## src/rtl/aq_gemac_ping_tx_pkg.sv

```systemverilog
// Shared GEMAC definitions (ethertype, IP/ICMP constants) plus the ping
// transmitter's state type and one's-complement helpers.
package aq_gemac_ping_tx_pkg;

  localparam logic [15:0] ETHERTYPE_IPV4    = 16'h0800;
  localparam logic [7:0]  IP_VER_IHL        = 8'h45;
  localparam logic [7:0]  IP_PROTO_ICMP     = 8'd1;
  localparam logic [7:0]  ICMP_ECHO_REQUEST = 8'd8;
  localparam logic [7:0]  ICMP_CODE         = 8'd0;

  localparam int HDR_WORDS = 11;
  localparam int IDX_W     = 9;

  typedef enum logic [2:0] {
    ST_IDLE,
    ST_CSUM,
    ST_WAIT,
    ST_SEND,
    ST_GAP
  } state_t;

  // 17-bit add with the carry wrapped back into bit 0.
  function automatic logic [15:0] oc_add(input logic [15:0] a, input logic [15:0] b);
    logic [16:0] s;
    s = {1'b0, a} + {1'b0, b};
    return s[15:0] + {15'd0, s[16]};
  endfunction

  function automatic logic [15:0] ip_hdr_csum(input logic [15:0] total_len,
                                              input logic [15:0] ip_id,
                                              input logic [7:0]  ttl,
                                              input logic [31:0] src,
                                              input logic [31:0] dst);
    logic [15:0] acc;
    acc = {IP_VER_IHL, 8'h00};
    acc = oc_add(acc, total_len);
    acc = oc_add(acc, ip_id);
    acc = oc_add(acc, 16'h4000);
    acc = oc_add(acc, {ttl, IP_PROTO_ICMP});
    acc = oc_add(acc, {src[7:0], src[15:8]});
    acc = oc_add(acc, {src[23:16], src[31:24]});
    acc = oc_add(acc, {dst[7:0], dst[15:8]});
    acc = oc_add(acc, {dst[23:16], dst[31:24]});
    return ~acc;
  endfunction

endpackage

```

## src/rtl/aq_gemac_ping_tx_csum16.sv

```systemverilog
// Internet checksum accumulator: clear, add one 32-bit word (two 16-bit
// big-endian pairs) per cycle, complemented result always available.
module aq_gemac_csum16
  import aq_gemac_ping_tx_pkg::*;
(
  input  logic        clk,
  input  logic        rst_n,
  input  logic        clr,
  input  logic        add_en,
  input  logic [31:0] word,
  output logic [15:0] csum
);

  logic [15:0] acc_q, acc_d;

  always_comb begin
    acc_d = acc_q;
    if (clr) begin
      acc_d = 16'h0000;
    end else if (add_en) begin
      acc_d = oc_add(oc_add(acc_q, word[31:16]), word[15:0]);
    end
  end

  always_ff @(posedge clk or negedge rst_n) begin
    if (!rst_n) acc_q <= 16'h0000;
    else        acc_q <= acc_d;
  end

  assign csum = ~acc_q;

endmodule

```

## src/rtl/aq_gemac_ping_tx.sv

```systemverilog
// Periodic ICMP echo-request generator writing whole Ethernet frames, one
// 32-bit little-endian-packed word per cycle, into the GEMAC TX buffer.
module aq_gemac_ping_tx
  import aq_gemac_ping_tx_pkg::*;
#(
  parameter logic [15:0] ICMP_ID       = 16'h0001,
  parameter int          PAYLOAD_WORDS = 14,
  parameter logic [7:0]  TTL           = 8'd64
) (
  input  logic         CLK125M,
  input  logic         RST_N,
  input  logic         ENABLE,
  input  logic [31:0]  INTERVAL,
  input  logic         ARPC_VALID,
  input  logic [47:0]  MY_MAC_ADDRESS,
  input  logic [47:0]  PEER_MAC_ADDRESS,
  input  logic [31:0]  MY_IP_ADDRESS,
  input  logic [31:0]  PEER_IP_ADDRESS,
  input  logic         TX_BUFF_READY,
  input  logic         TX_BUFF_FULL,
  input  logic [9:0]   TX_BUFF_SPACE,
  output logic         TX_BUFF_WE,
  output logic         TX_BUFF_START,
  output logic         TX_BUFF_END,
  output logic [31:0]  TX_BUFF_DATA,
  output logic [15:0]  SEQ_NO,
  output logic [31:0]  SENT_COUNT,
  output logic         BUSY,
  output state_t       DBG_STATE
);

  localparam int               FRAME_WORDS = HDR_WORDS + PAYLOAD_WORDS;
  localparam logic [IDX_W-1:0] LAST_IDX    = IDX_W'(FRAME_WORDS - 1);
  localparam logic [IDX_W-1:0] CSUM_LAST   = IDX_W'(PAYLOAD_WORDS + 1);
  localparam logic [9:0]       SPACE_NEED  = 10'(FRAME_WORDS);
  localparam logic [15:0]      IP_LEN      = 16'(30 + 4 * PAYLOAD_WORDS);

  state_t           state_q, state_d;
  logic [IDX_W-1:0] idx_q, idx_d;
  logic [15:0]      seq_q, seq_d;
  logic [31:0]      gap_q, gap_d;
  logic             we_q, we_d;
  logic             start_q, start_d;
  logic             end_q, end_d;
  logic [31:0]      data_q, data_d;
  logic [15:0]      seq_no_q, seq_no_d;
  logic [31:0]      sent_q, sent_d;
  logic             busy_q, busy_d;

  logic [31:0] csum_word;
  logic [7:0]  csum_pb;
  logic [15:0] icmp_csum;
  logic [15:0] ip_csum;
  logic [31:0] frame_word;
  logic [7:0]  frame_pb;

  // Cycle 0: type/code + id; cycle 1: sequence + payload bytes 0,1;
  // later cycles: four consecutive payload bytes starting at 4*idx-6.
  always_comb begin
    csum_pb = {idx_q[5:0], 2'b00} - 8'd6;
    case (idx_q)
      9'd0:    csum_word = {ICMP_ECHO_REQUEST, ICMP_CODE, ICMP_ID};
      9'd1:    csum_word = {seq_q, 16'h0001};
      default: csum_word = {csum_pb, csum_pb + 8'd1, csum_pb + 8'd2, csum_pb + 8'd3};
    endcase
  end

  aq_gemac_csum16 u_icmp_csum (
    .clk    (CLK125M),
    .rst_n  (RST_N),
    .clr    (state_q == ST_IDLE),
    .add_en (state_q == ST_CSUM),
    .word   (csum_word),
    .csum   (icmp_csum)
  );

  // Depends only on the held sequence and static addresses, so it is settled
  // long before the IP header words are muxed out.
  assign ip_csum = ip_hdr_csum(IP_LEN, seq_q, TTL, MY_IP_ADDRESS, PEER_IP_ADDRESS);

  always_comb begin
    frame_pb = {idx_q[5:0], 2'b00} - 8'd42;
    case (idx_q)
      9'd0:    frame_word = PEER_MAC_ADDRESS[31:0];
      9'd1:    frame_word = {MY_MAC_ADDRESS[15:0], PEER_MAC_ADDRESS[47:32]};
      9'd2:    frame_word = MY_MAC_ADDRESS[47:16];
      9'd3:    frame_word = {8'h00, IP_VER_IHL, ETHERTYPE_IPV4[7:0], ETHERTYPE_IPV4[15:8]};
      9'd4:    frame_word = {seq_q[7:0], seq_q[15:8], IP_LEN[7:0], IP_LEN[15:8]};
      9'd5:    frame_word = {IP_PROTO_ICMP, TTL, 8'h00, 8'h40};
      9'd6:    frame_word = {MY_IP_ADDRESS[15:0], ip_csum[7:0], ip_csum[15:8]};
      9'd7:    frame_word = {PEER_IP_ADDRESS[15:0], MY_IP_ADDRESS[31:16]};
      9'd8:    frame_word = {ICMP_CODE, ICMP_ECHO_REQUEST, PEER_IP_ADDRESS[31:16]};
      9'd9:    frame_word = {ICMP_ID[7:0], ICMP_ID[15:8], icmp_csum[7:0], icmp_csum[15:8]};
      9'd10:   frame_word = {8'h01, 8'h00, seq_q[7:0], seq_q[15:8]};
      default: frame_word = {frame_pb + 8'd3, frame_pb + 8'd2, frame_pb + 8'd1, frame_pb};
    endcase
  end

  always_comb begin
    state_d  = state_q;
    idx_d    = idx_q;
    seq_d    = seq_q;
    gap_d    = gap_q;
    we_d     = 1'b0;
    start_d  = 1'b0;
    end_d    = 1'b0;
    data_d   = data_q;
    seq_no_d = seq_no_q;
    sent_d   = sent_q;
    case (state_q)
      ST_IDLE: begin
        if (ENABLE && ARPC_VALID) begin
          state_d = ST_CSUM;
          idx_d   = '0;
        end
      end
      ST_CSUM: begin
        if (idx_q == CSUM_LAST) begin
          state_d = ST_WAIT;
          idx_d   = '0;
        end else begin
          idx_d = idx_q + IDX_W'(1);
        end
      end
      ST_WAIT: begin
        if (!ENABLE) begin
          state_d = ST_IDLE;
        end else if (TX_BUFF_READY && (TX_BUFF_SPACE >= SPACE_NEED)) begin
          state_d = ST_SEND;
          idx_d   = '0;
        end
      end
      ST_SEND: begin
        if (!TX_BUFF_FULL) begin
          we_d    = 1'b1;
          data_d  = frame_word;
          start_d = (idx_q == '0);
          end_d   = (idx_q == LAST_IDX);
          if (idx_q == LAST_IDX) begin
            state_d  = ST_GAP;
            gap_d    = INTERVAL;
            seq_no_d = seq_q;
            seq_d    = seq_q + 16'd1;
            sent_d   = sent_q + 32'd1;
          end else begin
            idx_d = idx_q + IDX_W'(1);
          end
        end
      end
      ST_GAP: begin
        if (gap_q == 32'd0) state_d = ST_IDLE;
        else                gap_d   = gap_q - 32'd1;
      end
      default: state_d = ST_IDLE;
    endcase
    busy_d = (state_d == ST_CSUM) || (state_d == ST_WAIT) || (state_d == ST_SEND);
  end

  // RST_N arrives already release-synchronised from the top level.
  always_ff @(posedge CLK125M or negedge RST_N) begin
    if (!RST_N) begin
      state_q  <= ST_IDLE;
      idx_q    <= '0;
      seq_q    <= 16'h0000;
      gap_q    <= 32'd0;
      we_q     <= 1'b0;
      start_q  <= 1'b0;
      end_q    <= 1'b0;
      data_q   <= 32'd0;
      seq_no_q <= 16'h0000;
      sent_q   <= 32'd0;
      busy_q   <= 1'b0;
    end else begin
      state_q  <= state_d;
      idx_q    <= idx_d;
      seq_q    <= seq_d;
      gap_q    <= gap_d;
      we_q     <= we_d;
      start_q  <= start_d;
      end_q    <= end_d;
      data_q   <= data_d;
      seq_no_q <= seq_no_d;
      sent_q   <= sent_d;
      busy_q   <= busy_d;
    end
  end

  assign TX_BUFF_WE    = we_q;
  assign TX_BUFF_START = start_q;
  assign TX_BUFF_END   = end_q;
  assign TX_BUFF_DATA  = data_q;
  assign SEQ_NO        = seq_no_q;
  assign SENT_COUNT    = sent_q;
  assign BUSY          = busy_q;
  assign DBG_STATE     = state_q;

endmodule

```

## config.mk

```make
export PLATFORM = sky130hd
export DESIGN_NAME = aq_gemac_ping_tx
export DESIGN_NICKNAME = d
export VERILOG_FILES = /design/src/rtl/aq_gemac_ping_tx_pkg.sv /design/src/rtl/aq_gemac_ping_tx_csum16.sv /design/src/rtl/aq_gemac_ping_tx.sv
export SDC_FILE = /design/constraint.sdc
export NUM_CORES = 1
export LEC_CHECK = 0
export ABC_AREA = 1
export ABC_CLOCK_PERIOD_IN_PS = 16950
export BUFFER_PORTS_ARGS = -buffer_cell sky130_fd_sc_hd__buf_2
export CAP_MARGIN = 10
export CORE_UTILIZATION = 53
export DETAILED_ROUTE_END_ITERATION = 10
export PLACE_DENSITY = 0.79
export SLEW_MARGIN = 30
export SYNTH_ARGS = -nofsm -noshare
export SYNTH_HDL_FRONTEND = slang
export SYNTH_SLANG_ARGS = --single-unit
```

## constraint.sdc

```tcl
create_clock -name CLK125M -period 16.95 [get_ports CLK125M]
set_input_delay 0.8475 -clock CLK125M [delete_from_list [all_inputs] [get_ports CLK125M]]
set_output_delay 0.8475 -clock CLK125M [all_outputs]
set_load 0.005 [all_outputs]
```

==> metrics.txt, run 1 <==
worst setup margin -0.192 ns; Clock Skew 0.0115 ns; most common cell in the synthesized netlist sky130_fd_sc_hd__nand2_1; Global Route Usage Sum 39.2%; gate count after technology mapping 2772; total nets after synthesis 3117; starting utilization of the core area 54.2%; crit path max fanout 4; final worst path period share 101%; placeable core region 32800 sq um; crit path buf inv count 14; routed wire length per instance 18.6 microns; number of design rule violations left after detail routing 0; largest net degree at the start of global routing 88; VDD IR max 0.191 mV; number of nets still failing antenna checks after routing 0; required time worst endpoint 17.30 ns; portion of synthesized cell area occupied by the leading cell type 22.5%; number of enable-type register cells in the synthesized netlist 0; post-synthesis async set-or-reset flop share 100%; total number of clock tree sinks 160; final-report hold violation count 0; count of final max-slew check failures 0; Clock Pin Slew Worst Setup and Hold Paths 0.08 ns; cell type contributing the most total cell area after synthesis sky130_fd_sc_hd__dfrtp_1; cell at the slowest stage of the critical path sky130_fd_sc_hd__dfrtp_1; layout net count 3590; main flop type after synthesis sky130_fd_sc_hd__dfrtp_1; clk_lat worst skew 0.47 ns; number of setup violations in the final report 7; Slowest Stage Delay on Critical Path 0.41 ns; filler-free cell count of the finished design 3700; wire length reported by the detailed router 68700 microns; placed cell count 3631; number of distinct library cells after synthesis 54; half-perimeter wire length of the detailed placement result 54400 microns; fin util 68.4%; count of buffers from port buffering 294; synthesized area divided by synthesized cell count 6.41 sq um; standard-cell rows 66; relative max-transition margin 29.6%; DRC marker count from the first detailed-route iteration 1973; total vias in the final route 21000; highest achievable clock rate 0.0583 GHz; data arrival time of the critical path 17.49 ns; violations in the final reports negative setup slack; run status complete, but fails checks; CTS buffer count 17; Netlist Area Pre-Place 17800 sq um; type of the worst min-delay path in2async; share of cells above drive strength 1 23.4%; post-place setup slack -0.871 ns; synthesis-to-finish area growth 26.3%; number of iterations in the first detailed-routing pass 6; largest buffer count on any clock path 2; via count of the first global-routing pass 19000; first-pass GRT wire length 103000 microns; worst-margin pin slew 1.06 ns; Crit Path Category reg2reg; final weighted congestion of routability-driven global placement 1.03; CP endpoint kind flip-flop; category of the worst setup path launch point flip-flop; synthesized flop and latch total 160; vertical die dimension 185 microns; global route overflow 0; leakage power total 0.0119 uW; hold-fix buffers at CTS 0; via/cell ratio 5.67; number of filler cells placed in the layout 2959; Die Outline Area 34300 sq um; most used cell along the critical path sky130_fd_sc_hd__nand2_1; setup repair after global routing missed its margin yes; DIE WIDTH 185 microns; H-tree level count 4; initial antenna violation count 1; Root Buffer Master sky130_fd_sc_hd__clkbuf_16; power per cell area 200 nW/um^2; DP Area 20900 sq um; post-synthesis sequential area ratio 22.5%; top cells by area in the synthesized netlist sky130_fd_sc_hd__dfrtp_1, sky130_fd_sc_hd__nand2_1, sky130_fd_sc_hd__ha_1, sky130_fd_sc_hd__inv_1, sky130_fd_sc_hd__xor2_1; Crit path max-delay family simple AND/OR/NAND/NOR gates; CTS tree built; num ports 295; number of max-capacitance violations reported 0; most numerous cell types in the synthesized netlist sky130_fd_sc_hd__nand2_1, sky130_fd_sc_hd__inv_1, sky130_fd_sc_hd__nor2_1; yosys warns 0; clock period minus worst slack 17.14 ns; final instance area 22400 sq um
-- cells by family after synthesis --
logic type / Yosys count / synth area share (%)
buffers and inverters: 445 / 9.51
adder cells (fa/ha/maj): 137 / 9.86
flip-flops: 160 / 22.5
XOR/XNOR: 175 / 8.63
AND/OR/NAND/NOR: 1444 / 35.5
AO/OA/AOI/OAI: 411 / 14.0
-- area by class of cell --
type / count / area (sq um) / share of cell area [%]
Inverter: 393 / 1480 / 6.59
Antenna cell: 1 / 2.50 / 0.0112
Clock inverter: 14 / 149 / 0.664
Multi-Input combinational cell: 2167 / 12700 / 56.8
Sequential cell: 160 / 4000 / 17.8
Clock buffer: 17 / 425 / 1.90
Tap cell: 442 / 553 / 2.46
Timing Repair Buffer: 506 / 3090 / 13.8
-- cells in the final DEF (no fill, tap or decap), types with 44 or more instances in the layout --
cell and count:
sky130_fd_sc_hd__inv_1 358, sky130_fd_sc_hd__nor2_1 257, sky130_fd_sc_hd__xnor2_1 51, sky130_fd_sc_hd__dfrtp_1 160, sky130_fd_sc_hd__nand2_2 44, sky130_fd_sc_hd__buf_2 293, sky130_fd_sc_hd__ha_1 113, sky130_fd_sc_hd__a21oi_1 111
sky130_fd_sc_hd__buf_4 207, sky130_fd_sc_hd__nand4_1 46, sky130_fd_sc_hd__xor2_1 119, sky130_fd_sc_hd__o21ai_0 118, sky130_fd_sc_hd__nand2_1 719, sky130_fd_sc_hd__nand3_1 199
-- worst paths after layout --
path                                start  depth (start not counted)  slack (ns)               to
min                                 RST_N                          1        0.45         gap_q[3]
max reg2reg                      seq_q[6]                        127       -0.19  TX_BUFF_DATA[2]
max in group asynchronous           RST_N                          2       15.30             BUSY
max                              seq_q[6]                        127       -0.19  TX_BUFF_DATA[2]
min reg2reg                SENT_COUNT[31]                          1        0.47   SENT_COUNT[31]
min in group CLK125M       SENT_COUNT[31]                          1        0.47   SENT_COUNT[31]
-- report_power, final --
part | internal [uW] | switching, uW
clock network | 207 | 192
registers | 469 | 70.4
logic | 1280 | 2270
total | 1960 | 2530
-- layer usage --
layer  global-route usage [%]  routed length [microns]  vias to the layer above  part of all wire (%)
met3                     8.67                     6980                      184                    10
li1                         -                        -                    10100                     -
met5                        0                        0                        -                     0
met1                     50.2                    27900                     9665                    41
met4                     18.7                     3440                        0                   5.0
met2                     62.5                    30400                     1075                    44
-- worst reg2reg max path: cells and delay by family (launching register included) --
family	cells	cell delay [ns]
simple gates	76	9.15
compound gates	18	2.46
flops	1	0.41
buf+inv	14	1.17
xor+xnor	5	0.68
fa+ha+maj	14	3.18
-- stage by stage --
step	TNS [ns]	hold slack, ns	total power (uW)
floorplan	0	0.465	2970
global placement	-0.195	0.455	3760
detailed placement	-5.89	0.460	3830
CTS	0	0.469	4280
global route	-17.00	0.478	4910
finish	-0.895	0.451	4490
-- flip-flops by register name, indices dropped and copies added, names as in the netlist --
name,flops
SENT_COUNT,32
TX_BUFF_DATA,32
gap_q,32
SEQ_NO,16
seq_q,16
u_icmp_csum.acc_q,16
idx_q,9
DBG_STATE,3
BUSY,1
TX_BUFF_END,1
TX_BUFF_START,1
TX_BUFF_WE,1
-- what timing repair did --
item                                    CTS  global route
endpoints found under the setup margin   15            16
gates cloned                              0             0
pin swaps                                10            99
buffers inserted                         23            14
resized for setup                        30           128
Note: power is estimated with default switching activity, not from simulation.
==> run 2, diff against run 1 <==
CORE_ASPECT_RATIO = 2   (was unset)
==> run 2 against run 1 <==
Net effect: the run now ends clean; clock-buffer cell count did not move; sequential share of layout area fell by 0.76 points; sequential power rose by 1%; critical endpoint is now TX_BUFF_DATA[3]; clock skew rose by 0.0045 ns; critical path depth rose by 7; non-clock buffer count rose by 104; power rose by 3.7%; worst setup slack improved by 0.28 ns; wire length rose by 16%; sequential cell count did not move; combinational power rose by 4%.
==> metrics.txt, run 2 (synthesis gave the netlist of run 1 again) <==
data arrival time of the critical path 17.20 ns (-0.29 ns); most used cell along the critical path sky130_fd_sc_hd__nand2_1; number of design rule violations left after detail routing 0 (unchanged); type of the worst min-delay path in2async; register-to-register setup slack 0.09 ns (+0.28 ns); count of final max-slew check failures 0 (unchanged); share of cells above drive strength 1 26.5% (+3.1 points); commonest non-fill, non-tap cells in the layout sky130_fd_sc_hd__nand2_1, sky130_fd_sc_hd__inv_1, sky130_fd_sc_hd__buf_4, sky130_fd_sc_hd__buf_2, sky130_fd_sc_hd__nor2_1; CP endpoint kind flip-flop; worst-margin pin slew 1.08 ns (+0.0221 ns); WHS 0.437 ns (-0.0139 ns); Die Outline Area 34300 sq um (+0.13%); category of the worst setup path launch point flip-flop; worst setup margin 0.0924 ns (+0.285 ns); Root Buffer Master sky130_fd_sc_hd__clkbuf_16; half-perimeter wire length of the detailed placement result 61800 microns (+13%); wire length reported by the detailed router 79400 microns (+16%); global route overflow 0 (unchanged); count of buffers from port buffering 294 (unchanged); setup repair after global routing missed its margin yes; largest net degree at the start of global routing 84 (-4.5%); Slowest Stage Delay on Critical Path 0.41 ns (about the same); standard-cell rows 94 (+42%); number of max-capacitance violations reported 0 (unchanged); H-tree level count 4 (unchanged); total number of clock tree sinks 160 (unchanged); clock period minus worst slack 16.86 ns (-0.285 ns); vertical die dimension 261 microns (+41%); hold-fix buffers at CTS 0 (unchanged); Clock Pin Slew Worst Setup and Hold Paths 0.08 ns (about the same); highest achievable clock rate 0.0593 GHz (+1.7%); first-pass GRT wire length 118000 microns (+15%); setup TNS after final layout 0 ns (+0.895 ns); crit path max fanout 4 (unchanged); Clock Skew 0.0160 ns (+0.00447 ns); CTS tree built; via/cell ratio 5.80 (+2.2%); DRC marker count from the first detailed-route iteration 1394 (-29%); required time worst endpoint 17.29 ns (about the same); largest buffer count on any clock path 2 (unchanged); relative max-transition margin 28.1% (-1.5 points); total vias in the final route 22000 (+5.0%); final worst path period share 99.5% (-1.7 points); starting utilization of the core area 53.9% (-0.24 points); DIE WIDTH 131 microns (-29%); final instance area 23400 sq um (+4.5%); cell at the slowest stage of the critical path sky130_fd_sc_hd__dfrtp_1; power per cell area 199 nW/um^2 (-0.76%); routed wire length per instance 20.9 microns (+12%); Crit Path Category reg2reg; clk_lat worst skew 0.47 ns (about the same); num ports 295 (unchanged); layout net count 3694 (+2.9%); leakage power total 0.0124 uW (+4.2%); run status complete, no violations; initial antenna violation count 3 (+2); number of iterations in the first detailed-routing pass 9 (+3); final weighted congestion of routability-driven global placement 1.07 (+3.8%); VDD IR max 0.480 mV (+150%); synthesis-to-finish area growth 31.9%; most frequent standard cell in the layout excluding fill and tap cells sky130_fd_sc_hd__nand2_1; CTS buffer count 17 (unchanged); post-place setup slack -0.982 ns (-0.111 ns); via count of the first global-routing pass 22000 (+16%); number of nets still failing antenna checks after routing 0 (unchanged); DP Area 21300 sq um (+1.8%); number of setup violations in the final report 0 (-7); final-report hold violation count 0 (unchanged); Pwr Total 4650 uW (+3.7%); Global Route Usage Sum 45.6% (+6.3 points); placeable core region 32900 sq um (+0.45%)
run 2: final timing paths:
path | from | to | cells past startpoint
worst min register to register | SENT_COUNT[31] | SENT_COUNT[31] | 1
worst min-delay path | RST_N | u_icmp_csum.acc_q[11] | 1
worst max register to register | seq_q[8] | TX_BUFF_DATA[3] | 134
min in group CLK125M | SENT_COUNT[31] | SENT_COUNT[31] | 1
worst max-delay path | seq_q[8] | TX_BUFF_DATA[3] | 134
max in group asynchronous | RST_N | SENT_COUNT[15] | 2
run 2: metrics by stage:
stage          std cells  util, %
3_5_place_dp        3671     64.6
2_1_floorplan       2772        -
6_report            3801     71.2
5_1_grt             3794     71.1
3_3_place_gp        3671     64.6
4_1_cts             3777     69.2
run 2: worst max-delay path, delay by kind of cell (launching register included):
family,cells,cell delay (ns)
flops,1,0.41
simple gates,75,7.82
buf+inv,24,2.47
compound gates,18,2.48
fa+ha+maj,13,3.02
xor+xnor,4,0.55
run 2: per-layer routing:
layer / vias up / wire (microns) / global-route usage, %
li1: 10300 / - / -
met1: 10200 / 24500 / 40.4
met2: 1102 / 38700 / 79.9
met3: 473 / 6160 / 11.9
met4: 0 / 10100 / 50.2
met5: - / 0 / 0
run 2: area by class of cell:
| type | count | area [sq um] |
|---|---|---|
| Antenna cell | 7 | 17.5 |
| Clock buffer | 17 | 425 |
| Clock inverter | 15 | 224 |
| Fill cell | 2881 | 9490 |
| Inverter | 393 | 1480 |
| Multi-Input combinational cell | 2167 | 12900 |
| Sequential cell | 160 | 4000 |
| Tap cell | 432 | 541 |
| Timing Repair Buffer | 610 | 3880 |
run 2: repair_timing:
action                     CTS  global route
pin swaps                   68           113
setup buffers               74            20
gates cloned                 0             0
setup endpoints to repair   15            16
resized for setup           66           124
run 2: where the power goes:
part,switching [uW],internal [uW]
Sequential,77.7,469
Combinational,2360,1320
Clock,219,206
Total,2660,2000
